--- src/rtl/softmax_row_loader.sv ---
// Gathers one streamed S5.10 score row into a 64-lane parallel register for the max finder.
// Lanes that no element reaches stay at the most-negative value, so short rows are harmless downstream.
module softmax_row_loader #(
    parameter int                DATA_W  = 16,
    parameter int                N_LANES = 64,
    parameter int                CNT_W   = 7,
    parameter logic [DATA_W-1:0] PAD_VAL = 16'h8000
) (
    input  logic                        clk,
    input  logic                        rst_n,
    input  logic                        in_valid,
    output logic                        in_ready,
    input  logic [DATA_W-1:0]           in_data,
    input  logic                        in_last,
    output logic                        row_valid,
    input  logic                        row_ready,
    output logic [N_LANES*DATA_W-1:0]   row_data,
    output logic [CNT_W-1:0]            row_count
);

    typedef enum logic {
        FILL = 1'b0,
        HOLD = 1'b1
    } state_t;

    state_t           state;
    logic [CNT_W-1:0] idx;

    logic elem_accept;
    logic row_accept;
    logic row_done;

    assign elem_accept = in_valid & in_ready;
    assign row_accept  = row_valid & row_ready;
    assign row_done    = elem_accept & (in_last | (idx == CNT_W'(N_LANES - 1)));

    // in_ready and row_valid are registered so they are never high together;
    // the FILL/HOLD switch costs exactly one bubble cycle per row.
    always_ff @(posedge clk or negedge rst_n) begin
        if (!rst_n) begin
            state     <= FILL;
            idx       <= '0;
            row_data  <= {N_LANES{PAD_VAL}};
            row_valid <= 1'b0;
            row_count <= '0;
            in_ready  <= 1'b0;
        end else begin
            case (state)
                FILL: begin
                    if (elem_accept) begin
                        for (int k = 0; k < N_LANES; k++) begin
                            if (idx == CNT_W'(k)) begin
                                row_data[k*DATA_W +: DATA_W] <= in_data;
                            end
                        end
                    end
                    if (row_done) begin
                        row_count <= idx + 1'b1;
                        state     <= HOLD;
                        in_ready  <= 1'b0;
                        row_valid <= 1'b1;
                    end else begin
                        if (elem_accept) begin
                            idx <= idx + 1'b1;
                        end
                        in_ready <= 1'b1;
                    end
                end
                HOLD: begin
                    if (row_accept) begin
                        row_data  <= {N_LANES{PAD_VAL}};
                        idx       <= '0;
                        row_count <= '0;
                        state     <= FILL;
                        in_ready  <= 1'b1;
                        row_valid <= 1'b0;
                    end
                end
                default: begin
                    state     <= FILL;
                    in_ready  <= 1'b0;
                    row_valid <= 1'b0;
                end
            endcase
        end
    end

endmodule

--- config.mk ---
export PLATFORM = sky130hd
export DESIGN_NAME = softmax_row_loader
export DESIGN_NICKNAME = d
export VERILOG_FILES = /design/src/rtl/softmax_row_loader.sv
export SDC_FILE = /design/constraint.sdc
export NUM_CORES = 1
export LEC_CHECK = 0
export CORE_AREA = 4 4 406 408
export DETAILED_ROUTE_END_ITERATION = 16
export DIE_AREA = 0 0 410 412
export GPL_TIMING_DRIVEN = 0
export PLACE_DENSITY = 0.58
export SYNTH_ARGS = -nofsm -noshare
export SYNTH_HDL_FRONTEND = slang
export SYNTH_SLANG_ARGS = --single-unit
--- constraint.sdc ---
create_clock -name clk -period 6.58 [get_ports clk]
set_clock_uncertainty 0.15 [all_clocks]
set_input_delay 1.316 -clock clk [delete_from_list [all_inputs] [get_ports clk]]
set_output_delay 1.316 -clock clk [all_outputs]
set_load 0.1 [all_outputs]
# ---- After elaboration in Yosys (flattened, before gate mapping)
# Index checks and enable logic that the tools add are counted.
dict set report classes {
  n_mux 82
  bitwise_logic 5
  n_eq_ne 131
  n_addsub 1
  n_reduce_logical 67
}
# cell n
set ops {}
lappend ops {{2-to-1 mux 1024 bit} 2}
lappend ops {{one-hot mux 1024 bit (2 select lines)} 1}
lappend ops {{2-to-1 mux 16 bit} 64}
lappend ops {{equality test 7 x 6 -> 1 bit, second input constant} 32}
lappend ops {{AND reduction 3 bit} 65}
lappend ops {{!= test 2 bit, second input constant} 67}
lappend ops {{equality test 7 x 5 -> 1 bit, second input constant} 16}
lappend ops {{equality test 7 x 4 -> 1 bit, second input constant} 8}
lappend ops {{equality test 7 x 3 -> 1 bit, second input constant} 4}
lappend ops {{2-to-1 mux 7 bit} 4}
lappend ops {{one-hot mux 7 bit (2 select lines)} 2}
lappend ops {{equality test 7 x 2 -> 1 bit, second input constant} 2}
lappend ops {{adder 7 x 1 -> 7 bit, second input constant} 1}
lappend ops {{equality test 7 x 1 -> 1 bit, second input constant} 1}
lappend ops {{zero test 7 bit} 1}
lappend ops {{2-to-1 mux 1 bit} 6}
lappend ops {{one-hot mux 1 bit (2 select lines)} 3}
lappend ops {{bitwise AND 1 bit} 3}
lappend ops {{!= test 2 x 1 -> 1 bit, second input constant} 1}
lappend ops {{AND reduction 2 bit} 1}
lappend ops {{NOT 1 bit} 1}
lappend ops {{bitwise OR 1 bit} 1}
dict set report totals {
  in_bits 21
  regBits 1041
  output_inout_bits 1033
}

# ---- Logic depth before layout (Yosys ltp)
dict set report depth {
  ltp_word 5
  ltp_mapped 9
}

# ---- Least setup slack after synthesis
# No wires, ideal clock.
dict set report synth_timing {
  kind {in2reg}
  start {input row_ready}
  end {register row_data[517]}
  path_stages 8
  setup_slack_ns 3.597
  setup_time_ns 0.126
  t_required_ns 6.304
  t_arrival_ns 2.706
  path_cell_list {nand3_4 -> and2_4 -> buf_6 -> buf_12 -> buf_12 -> nor2_8 -> buf_8 -> mux2_4}
}
dict set report synth_between {
  elab_chain_len 3
}
# element line
set synth_rtl {}
lappend synth_rtl {{start, declared} 16} ;# input logic row_ready,
lappend synth_rtl {{bitwise AND 1 bit} 34} ;# assign row_accept = row_valid & row_ready;
lappend synth_rtl {{!= test 2 x 1 -> 1 bit (no source line)} -}
lappend synth_rtl {{AND reduction 3 bit (no source line)} -}
lappend synth_rtl {{end signal, assigned} 43} ;# row_data <= {N_LANES{PAD_VAL}};
lappend synth_rtl {{end signal, assigned by index} 53} ;# row_data[k*DATA_W +: DATA_W] <= in_data;
lappend synth_rtl {{end signal, assigned} 71} ;# row_data <= {N_LANES{PAD_VAL}};
lappend synth_rtl {{end, declared} 17} ;# output logic [N_LANES*DATA_W-1:0] row_data,
# Every way passes these cells.
# A chain may end at the register's enable or synchronous reset.

# ---- Final worst setup path
dict set report layout_timing {
  start {register row_valid}
  end {output row_valid}
}
# element line
set layout_lines {}
lappend layout_lines {{start, declared} 15} ;# output logic row_valid,
lappend layout_lines {{start signal, assigned} 44} ;# row_valid <= 1'b0;
lappend layout_lines {{start signal, assigned} 61} ;# row_valid <= 1'b1;
lappend layout_lines {{start signal, assigned} 76} ;# row_valid <= 1'b0;
# No word-level cell between the ends.

==> out/results.tsv <==
stage	metric	value	unit
outcome	status	completed	
layout	drive_above_1_share	37.4	%
route	drt-pass1-iter-count	7	
route	drc	0	
floorplanning	placeableCoreArea	0.162	mm^2
setup_path	critPathSlowestCell	clkdlybuf4s50_1	
min_path	hp-start	row_data[0]	
logic_synthesis	synth_edf_count	0	
min_path	hold_class	register to register	
timing	slew-limit-headroom	10.6	%
setup_path	cp_max_fo	5	
layout	nets	3740	
clock_tree	hold_buffers	0	
clock_tree	ctsResizeCount	0	
floorplanning	initial_core_util	25.9	%
setup_path	reg2reg_slack	3.17	ns
setup_path	cpLargestDelayFamily	buffers and inverters	
logic_synthesis	netlist_area	0.0418	mm^2
timing	period_minus_slack	4.02	ns
route	wl_per_cell	28.4	um
route	vias	26400	
clock_tree	numCtsBuffers	115	
floorplanning	ios	1054	
timing	tns	0	ns
setup_path	worst_setup_path_end_kind	output port	
clock_tree	cts_htree_levels	3	
placement	port_buffers	1053	
setup_path	timing.rr.start	idx[0]	
global_route	grt_max_degree	168	
layout	final_common_cell	clkdlybuf4s50_1	
logic_synthesis	avgSynthCellArea	16.5	um^2
timing	worst_pin_slew	1.34	ns
logic_synthesis	yosys_warnings	0	
logic_synthesis	synthesis.nets	2562	
global_route	grt_antenna_before_repair	24	
logic_synthesis	ys_top_cells_by_area	dfrtp_1, mux2_2, mux2_4	
timing	timing.final.crit_share	61.1	%
logic_synthesis	synth_cells	2537	
clock_tree	cts_setup_buffers	0	
clock_tree	cts-root-buf	clkbuf_16	
logic_synthesis	ys_seq_elements	1041	
setup_path	reg2reg_depth	6	
route	drt_iter0_drc	1477	
clock_tree	path_clk_slew	0.06	ns
setup_path	arrival	2.55	ns
global_route	grt.total_usage	19.6	%
layout	most-common-layout-cells	clkdlybuf4s50_1, dfrtp_1, mux2_2	
min_path	hold_end	row_data[0]	
flow_run	cap_violations	0	
layout	synthToLayoutAreaGrowth	41.9	%
floorplanning	rows	148	
route	wirelength	171000	um
route	via_per_inst	4.39	
timing	setup_violations	0	
route	drtAntennaViolNets	0	
setup_path	required	5.11	ns
timing	final-hold-violation-count	0	
logic_synthesis	synth_async_sr_flop_share	100	%
placement	dp_hpwl	127000	um
min_path	hold_path_depth	1	
setup_path	path_cells	clkdlybuf4s50_1	
timing	finalMaxSlewViolations	0	
clock_tree	insertion_delay	0.76	ns
clock_tree	clockBufferDepth	3	
setup_path	startpoint_type	register	
setup_path	cpPeakStageDelay	1.35	ns
floorplanning	die_h	412	um
logic_synthesis	ys_types	46	
setup_path	path_buf_inv	1	
floorplanning	die_width	410	um
logic_synthesis	synth_top_area_share	58.5	%
setup_path	path_class	register to output port	
clock_tree	cts_tree	built	
setup_path	worst_r2r_endpoint	row_data[827]	
logic_synthesis	seq_area_frac_synth	62.5	%
global_route	grt_pass1_vias	27200	
global_route	grt.overflow.total	0	
placement	gp_congestion	0.820	
timing	timing.fmax	249	MHz
logic_synthesis	ys.flop_type	dfrtp_1	
global_route	grt_pass1_wl	231000	um
floorplanning	dieArea	0.169	mm^2
clock_tree	clock-sinks	1041	
logic_synthesis	synth.largest_area_cell	dfrtp_1	
timing	rsz0062_at_grt	no	
==> stage by stage <==
stage                     util, %  setup WS, ns  cells  instance area [um^2]  hold WS [ns]
after floorplan                 -          3.60   2537                 41800         0.434
after global placement       34.1        -45.23   5765                 55100         0.319
after detailed placement     34.2          2.28   5773                 55300         0.324
after CTS                    36.7          2.42   5991                 59300         0.342
after global routing         36.7          2.45   5991                 59300         0.361
final                        36.7          2.56   6009                 59300         0.338
==> cell usage after synthesis, types with 2 or more instances <==
cell type,number
a21oi_1,68
and3_1,6
and3b_1,9
buf_1,16
buf_12,4
buf_2,11
buf_4,37
buf_6,11
buf_8,20
clkbuf_1,113
dfrtp_1,977
dfstp_2,64
ha_1,4
inv_1,3
mux2_1,12
mux2_2,799
mux2_4,200
mux2i_1,5
nand2_1,6
nand2b_1,16
nand3_1,18
nor2_1,8
nor2_4,36
nor2_8,27
nor2b_1,15
nor3b_1,4
nor3b_2,2
nor4_1,2
o21ai_0,20
o2bb2ai_1,3
o31ai_1,3
or2_2,2
xnor2_1,2
xor2_1,2
==> per-layer routing <==
layer	track usage (%)	vias up	part of all wire [%]
li1	-	11300	-
met1	23.8	14000	40
met2	33.0	924	49
met3	5.97	239	7.5
met4	6.78	0	3.7
met5	0	-	0
==> registers in the layout (all words and copies together) (netlist names) <==
register / count
idx: 7
row_data: 1024
row_count: 7
in_ready: 1
state: 1
row_valid: 1
==> cell families (layout without fill, tap and decap cells) <==
group | count (synthesis) | after routing | share of synthesized area, %
AO/OA/AOI/OAI | 98 | 98 | 1.24
adder cells (fa/ha/maj) | 4 | 4 | 0.120
buffers and inverters | 215 | 1494 | 3.19
XOR/XNOR | 4 | 4 | 0.0838
multiplexers | 1016 | 1016 | 29.1
AND/OR/NAND/NOR | 159 | 159 | 3.73
flip-flops | 1041 | 1041 | 62.5
other | 0 | 18 | 0
==> worst reg2reg max path, cell delays in order (launching register included) <==
cell	delay [ns]
dfrtp_1	0.44
ha_1	0.32
nor3b_1	0.79
a21oi_1	0.24
nor2_4	0.60
buf_4	0.37
mux2_2	0.37
==> worst max path at each step <==
stage                    endpoint     startpoint  depth (start not counted)
floorplan           row_data[517]      row_ready                          8
global placement    row_data[732]          rst_n                          1
detailed placement  row_data[823]      row_ready                          8
CTS                 row_data[703]  row_data[703]                          1
global route            row_valid      row_valid                          1
finish                  row_valid      row_valid                          1
==> area by class of cell <==
class,instances,area (um^2)
Timing Repair Buffer,1061,10800
Fill cell,15500,102000
Multi-Input combinational cell,1281,14400
Tap cell,2175,2720
Buffer,212,1340
Clock buffer,184,3500
Inverter,3,11.3
Antenna cell,18,45.0
Clock inverter,34,473
Sequential cell,1041,26100
Power is not shown: default switching activity piles up to over one toggle a cycle in this logic, so the estimate is an artifact.
